==> src/rtl/downstream_cancel_tracker_pkg.sv <==
// Shared widths, cancel-event record and controller state encoding.
package downstream_cancel_tracker_pkg;

   localparam int CLIENT_W    = 5;
   localparam int AMOUNT_W    = 16;
   localparam int NUM_CLIENTS = 32;

   typedef struct packed {
      logic [CLIENT_W-1:0] client_id;
      logic [AMOUNT_W-1:0] amount;
   } cancel_evt_t;

   typedef enum logic [1:0] {
      ST_INIT   = 2'd0,
      ST_IDLE   = 2'd1,
      ST_UPDATE = 2'd2
   } state_t;

endpackage

==> src/rtl/downstream_cancel_tracker_fifo.sv <==
// Small synchronous FIFO for cancel events; head word is visible combinationally.
module cancel_fifo #(
   parameter int DEPTH = 4,
   parameter int WIDTH = 21
) (
   input  logic             clk,
   input  logic             rst_n,
   input  logic             push,
   input  logic [WIDTH-1:0] din,
   input  logic             pop,
   output logic [WIDTH-1:0] dout,
   output logic             full,
   output logic             empty
);

   localparam int PW = $clog2(DEPTH);

   logic [WIDTH-1:0] mem [DEPTH];
   logic [PW-1:0]    wr_ptr;
   logic [PW-1:0]    rd_ptr;
   logic [PW:0]      count;
   logic             push_ok;
   logic             pop_ok;

   assign full    = (count == (PW+1)'(DEPTH));
   assign empty   = (count == '0);
   assign push_ok = push && !full;
   assign pop_ok  = pop && !empty;
   assign dout    = mem[rd_ptr];

   // Pointer and occupancy tracking; pointers wrap naturally since DEPTH is a power of 2.
   always_ff @(posedge clk or negedge rst_n) begin
      if (!rst_n) begin
         wr_ptr <= '0;
         rd_ptr <= '0;
         count  <= '0;
      end else begin
         if (push_ok) wr_ptr <= wr_ptr + 1'b1;
         if (pop_ok)  rd_ptr <= rd_ptr + 1'b1;
         case ({push_ok, pop_ok})
            2'b10:   count <= count + 1'b1;
            2'b01:   count <= count - 1'b1;
            default: count <= count;
         endcase
      end
   end

   // Storage needs no reset; occupancy alone decides what is valid.
   always_ff @(posedge clk) begin
      if (push_ok) mem[wr_ptr] <= din;
   end

endmodule

==> src/rtl/downstream_cancel_tracker.sv <==
// Per-client cancelled-amount table fed by a buffered cancel-event stream.
//
// state     | meaning
// ST_INIT   | sweep table to zero, one entry per cycle; no events accepted
// ST_IDLE   | pop next buffered event into the holding register if any
// ST_UPDATE | add held amount to its entry (saturating) and write back
module downstream_cancel_tracker
   import downstream_cancel_tracker_pkg::CLIENT_W;
   import downstream_cancel_tracker_pkg::AMOUNT_W;
   import downstream_cancel_tracker_pkg::cancel_evt_t;
   import downstream_cancel_tracker_pkg::state_t;
   import downstream_cancel_tracker_pkg::ST_INIT;
   import downstream_cancel_tracker_pkg::ST_IDLE;
   import downstream_cancel_tracker_pkg::ST_UPDATE;
#(
   parameter int NUM_CLIENTS = 32,
   parameter int FIFO_DEPTH  = 4
) (
   input  logic                clk,
   input  logic                HRESETn,
   input  logic                cxl_valid,
   output logic                cxl_ready,
   input  logic [CLIENT_W-1:0] cxl_client_id,
   input  logic [AMOUNT_W-1:0] cxl_amount,
   input  logic                clr_valid,
   input  logic [CLIENT_W-1:0] clr_client_id,
   input  logic [CLIENT_W-1:0] rd_client_id,
   output logic [AMOUNT_W-1:0] cancelled_orders,
   output logic                init_done,
   output logic                sat_pulse
);

   localparam logic [CLIENT_W-1:0] LAST_IDX = CLIENT_W'(NUM_CLIENTS - 1);

   state_t              state;
   state_t              state_nxt;
   logic [CLIENT_W-1:0] sweep_idx;
   cancel_evt_t         hold;
   cancel_evt_t         fifo_head;
   cancel_evt_t         fifo_in;
   logic                fifo_full;
   logic                fifo_empty;
   logic                push;
   logic                pop;
   logic [AMOUNT_W-1:0] entry [NUM_CLIENTS];
   logic                wr_en;
   logic [CLIENT_W-1:0] wr_idx;
   logic [AMOUNT_W-1:0] wr_data;
   logic [AMOUNT_W-1:0] base;
   logic [AMOUNT_W:0]   sum;
   logic                upd_sat;

   assign init_done         = (state != ST_INIT);
   assign cxl_ready         = init_done && !fifo_full;
   assign push              = cxl_valid && cxl_ready;
   assign fifo_in.client_id = cxl_client_id;
   assign fifo_in.amount    = cxl_amount;

   cancel_fifo #(
      .DEPTH (FIFO_DEPTH),
      .WIDTH ($bits(cancel_evt_t))
   ) u_fifo (
      .clk   (clk),
      .rst_n (HRESETn),
      .push  (push),
      .din   (fifo_in),
      .pop   (pop),
      .dout  (fifo_head),
      .full  (fifo_full),
      .empty (fifo_empty)
   );

   // Next state and arbitration of the single table write port.
   // A clear of another client during UPDATE takes the port and holds the
   // update one more cycle so neither the clear nor the cancel is lost.
   always_comb begin
      state_nxt = state;
      wr_en     = 1'b0;
      wr_idx    = hold.client_id;
      wr_data   = '0;
      pop       = 1'b0;
      upd_sat   = 1'b0;
      base      = (clr_valid && (clr_client_id == hold.client_id)) ? '0 : entry[hold.client_id];
      sum       = {1'b0, base} + {1'b0, hold.amount};
      case (state)
         ST_INIT: begin
            wr_en  = 1'b1;
            wr_idx = sweep_idx;
            if (sweep_idx == LAST_IDX) state_nxt = ST_IDLE;
         end
         ST_IDLE: begin
            if (clr_valid) begin
               wr_en  = 1'b1;
               wr_idx = clr_client_id;
            end
            if (!fifo_empty) begin
               pop       = 1'b1;
               state_nxt = ST_UPDATE;
            end
         end
         ST_UPDATE: begin
            wr_en = 1'b1;
            if (clr_valid && (clr_client_id != hold.client_id)) begin
               wr_idx = clr_client_id;
            end else begin
               wr_data   = sum[AMOUNT_W] ? '1 : sum[AMOUNT_W-1:0];
               upd_sat   = sum[AMOUNT_W];
               state_nxt = ST_IDLE;
            end
         end
         default: state_nxt = ST_INIT;
      endcase
   end

   // Control registers, holding register, saturation pulse and write-first lookup.
   always_ff @(posedge clk or negedge HRESETn) begin
      if (!HRESETn) begin
         state            <= ST_INIT;
         sweep_idx        <= '0;
         hold             <= '0;
         sat_pulse        <= 1'b0;
         cancelled_orders <= '0;
      end else begin
         state     <= state_nxt;
         sat_pulse <= upd_sat;
         if (state == ST_INIT) sweep_idx <= sweep_idx + 1'b1;
         if (pop) hold <= fifo_head;
         if (state == ST_INIT)
            cancelled_orders <= '0;
         else if (wr_en && (wr_idx == rd_client_id))
            cancelled_orders <= wr_data;
         else
            cancelled_orders <= entry[rd_client_id];
      end
   end

   // Table storage; zeroed by the INIT sweep rather than by reset.
   always_ff @(posedge clk) begin
      if (wr_en) entry[wr_idx] <= wr_data;
   end

endmodule
==> config.mk <==
export PLATFORM = sky130hd
export DESIGN_NAME = downstream_cancel_tracker
export DESIGN_NICKNAME = d
export VERILOG_FILES = /design/src/rtl/downstream_cancel_tracker_pkg.sv /design/src/rtl/downstream_cancel_tracker_fifo.sv /design/src/rtl/downstream_cancel_tracker.sv
export SDC_FILE = /design/constraint.sdc
export NUM_CORES = 1
export LEC_CHECK = 0
export CAP_MARGIN = 15
export CORE_ASPECT_RATIO = 1.25
export CORE_MARGIN = 2
export CORE_UTILIZATION = 30
export DETAILED_ROUTE_END_ITERATION = 8
export MAX_ROUTING_LAYER = met4
export PLACE_DENSITY = 0.44
export SYNTH_ARGS = -nofsm -noshare
export SYNTH_HDL_FRONTEND = slang
export SYNTH_SLANG_ARGS = --single-unit
==> constraint.sdc <==
create_clock -name clk -period 7.2 [get_ports clk]
set_input_delay 0.72 -clock clk [delete_from_list [all_inputs] [get_ports clk]]
set_output_delay 0.72 -clock clk [all_outputs]
set_load 0.03 [all_outputs]
==> results_dict.tcl <==
set metrics [dict create \
    vias_per_cell 5.40 \
    post_route_cells_drive_above_1_share 0.363 \
    sequential_cell_area_mm2 0.0192 \
    r2r_setup_slack_ns 1.48 \
    yosys-top-cells-area "sky130_fd_sc_hd__edfxtp_1 60%, sky130_fd_sc_hd__mux4_2 26%, sky130_fd_sc_hd__dfrtp_1 4.3%, sky130_fd_sc_hd__mux2i_1 1.1%, sky130_fd_sc_hd__ha_1 0.96%" \
    hold_viol 0 \
    detailedPlacementHpwl_mm 56.2 \
    timing.critical_path.required_ns 7.69 \
    slew_violations 0 \
    worstMarginPinSlew_ns 1.18 \
    fillerInstances 9131 \
    total_power_mw 16.2 \
    port_buffers 53 \
    maxCapViolCount 0 \
    detail_route.drc_violations 0 \
    yosys.area.top_type "sky130_fd_sc_hd__edfxtp_1" \
    synth_edf_count 596 \
    overflow 0 \
    synth.yosys.seq_area_share 0.641 \
    crit_path_max_fanout 33 \
    cts_tree "yes" \
    length_of_the_first_detailed_routing_pass_in_iterations 5 \
    globalplace.congestion 0.785 \
    syn_to_final_growth_pct 16.4 \
    ys.warnings.count 0 \
    fin_hold_ws_ns 0.0622 \
    post_cts_buffers 0 \
    grt_setup_unrepaired "no" \
    grtUsageTotal 0.190 \
    final_common_cell "sky130_fd_sc_hd__edfxtp_1" \
    p_per_area_mw_per_mm2 466 \
    postSynthNetCount 1535 \
    tritoncts_buffer_count 71 \
    worst_skew_late_latency_ns 0.64 \
    cts.hold.buffers_added 0 \
    max_freq_mhz 175 \
    detail_route.wirelength_mm 93.4 \
    synthesis.area_per_instance_um2 20.3 \
    yosys.area.top_type_share 0.598 \
    synth-seq-cells 648 \
    design.die.area_mm2 0.102 \
    mostFrequentLayoutCells "596 x sky130_fd_sc_hd__edfxtp_1, 341 x sky130_fd_sc_hd__mux4_2, 74 x sky130_fd_sc_hd__clkbuf_16" \
    status "finished, final reports clean" \
    post_cts_resize_count 0 \
    min_period_ns 5.72 \
    placeableCoreArea_mm2 0.0989 \
    final_net_count 1629 \
    grt_pass1_wl_mm 132 \
    multi_input_comb_area_mm2 0.0105 \
    async_s_r_ff_share_synth 0.0802 \
    arrival_ns 6.21 \
    finish.instance_area_mm2 0.0348 \
    timing.final.crit_share 0.794 \
    timing_worst_setup_path_type "register to register" \
    power.ir.vdd_worst_mv 0.229 \
    drtAntennaViolNets 0 \
    dr_total_vias 15800 \
    max-slew-margin-rel 0.212 \
    setup.worst_path.start_class "register" \
    initial_core_util 0.303 \
    row_count 129 \
    cts.root.buffer_cell "sky130_fd_sc_hd__clkbuf_16" \
    cts_sinks 648 \
    syn-cell-area_mm2 0.0299 \
    hold_class "input pin to async pin" \
    synth_cell_types 56 \
    drt_first_iter_violations 1490 \
    chipHeight_um 357 \
    clk_pin_slew_worst_paths_ns 0.06 \
    route.detailed.wl_per_inst_um 31.8 \
    total_leakage_power_nw 11.2 \
    maximum_number_of_pins_on_one_net_before_global_route_repair 84 \
    fin_worst_skew_ns 0.0340 \
    placement.cell_area_mm2 0.0325 \
    setup_total_negative_slack_ns 0 \
    ys_dominant_reg_cell "sky130_fd_sc_hd__edfxtp_1" \
    dieWidth_um 287 \
    setup_viol 0 \
    number_of_global_route_vias_before_repair 17000 \
    cp-end-kind "register" \
    number_of_antenna_violations_at_the_first_check_in_global_routing 0 \
    postSynthCellCount 1475 \
    cts_htree_levels 3 \
    io-pin-count 54 \
    ctsLongestPathBuffers 3 \
]
-- final cells by class --
cell class              instances  share of cell area
diodes                          1           0.0000718
clock buffers                  95              0.0557
clock inverters                35             0.00973
inverters                      12             0.00129
multi-input cells             715               0.301
flip-flops and latches        648               0.552
well taps                    1310              0.0471
repair buffers                121              0.0337
-- cell usage after synthesis, drive strengths merged (7+ instances only) --
cell type  count
edfxtp       596
mux4         341
nor2          67
clkbuf        53
dfrtp         52
buf           47
nand2         36
mux2i         33
a21oi         24
ha            23
nor3          22
mux2          21
o21ai         17
xnor2         17
a21o          15
inv           12
xor2          11
and3           8
o31ai          8
nand3          7
-- layer usage --
layer  up-vias  global-route usage  part of all wire
met5         -                   -                 0
met4         0              0.0530             0.025
met3       125              0.0280             0.043
met2       407               0.321              0.52
met1      8800               0.237              0.42
li1       6517                   -                 -
-- per-stage QoR --
stage	setup WS, ns	cells	util
3_3_place_gp	1.29	2800	0.328
6_report	1.48	2937	0.352
2_1_floorplan	1.94	1475	-
3_5_place_dp	1.34	2803	0.328
5_1_grt	1.14	2936	0.352
4_1_cts	1.32	2933	0.351
-- sequential cells by signal, indices dropped and copies added (netlist names) --
signal and count:
cancelled_orders 16, entry 512, hold 21, sat_pulse 1, state 2, sweep_idx 5
u_fifo.count 3, u_fifo.mem 84, u_fifo.rd_ptr 2, u_fifo.wr_ptr 2
-- critical path: stages, from the launching register on --
cell,delay (ns)
sky130_fd_sc_hd__dfrtp_4,0.74
sky130_fd_sc_hd__buf_12,0.32
sky130_fd_sc_hd__mux4_2,0.54
sky130_fd_sc_hd__mux4_2,0.48
sky130_fd_sc_hd__mux2i_1,0.15
sky130_fd_sc_hd__nor2_1,0.06
sky130_fd_sc_hd__ha_1,0.24
sky130_fd_sc_hd__fa_1,0.47
sky130_fd_sc_hd__a211oi_1,0.22
sky130_fd_sc_hd__o21ai_0,0.20
sky130_fd_sc_hd__o31ai_1,0.58
sky130_fd_sc_hd__o22ai_1,0.27
sky130_fd_sc_hd__nand2_1,0.11
sky130_fd_sc_hd__nand2_1,0.15
sky130_fd_sc_hd__o21a_1,0.64
sky130_fd_sc_hd__a21o_1,0.39
-- kinds of logic after synthesis --
kind of cell | Yosys count | synth area share
AOI/OAI and AO/OA | 95 | 0.0211
xor gates and xnor gates | 28 | 0.00819
adders and majority gates | 25 | 0.0110
buffers and inverters | 112 | 0.0158
DFF | 648 | 0.641
muxes | 395 | 0.275
and+or+nand+nor | 172 | 0.0272
-- worst paths after layout --
| path | from | cells after the start | endpoint |
|---|---|---|---|
| max | hold[16] | 15 | cancelled_orders[0] |
| min | HRESETn | 1 | cancelled_orders[4] |
| max reg2reg | hold[16] | 15 | cancelled_orders[0] |
| min reg2reg | sweep_idx[3] | 1 | sweep_idx[3] |
| max in group asynchronous | HRESETn | 2 | hold[18] |
| min in group clk | sweep_idx[3] | 1 | sweep_idx[3] |
-- power breakdown --
group	internal (mW)	switching [mW]	total [mW]
Clock	2.12	1.52	3.64
Sequential	5.30	0.552	5.86
Combinational	2.73	4.01	6.74
(Power assumes the default switching activity.)
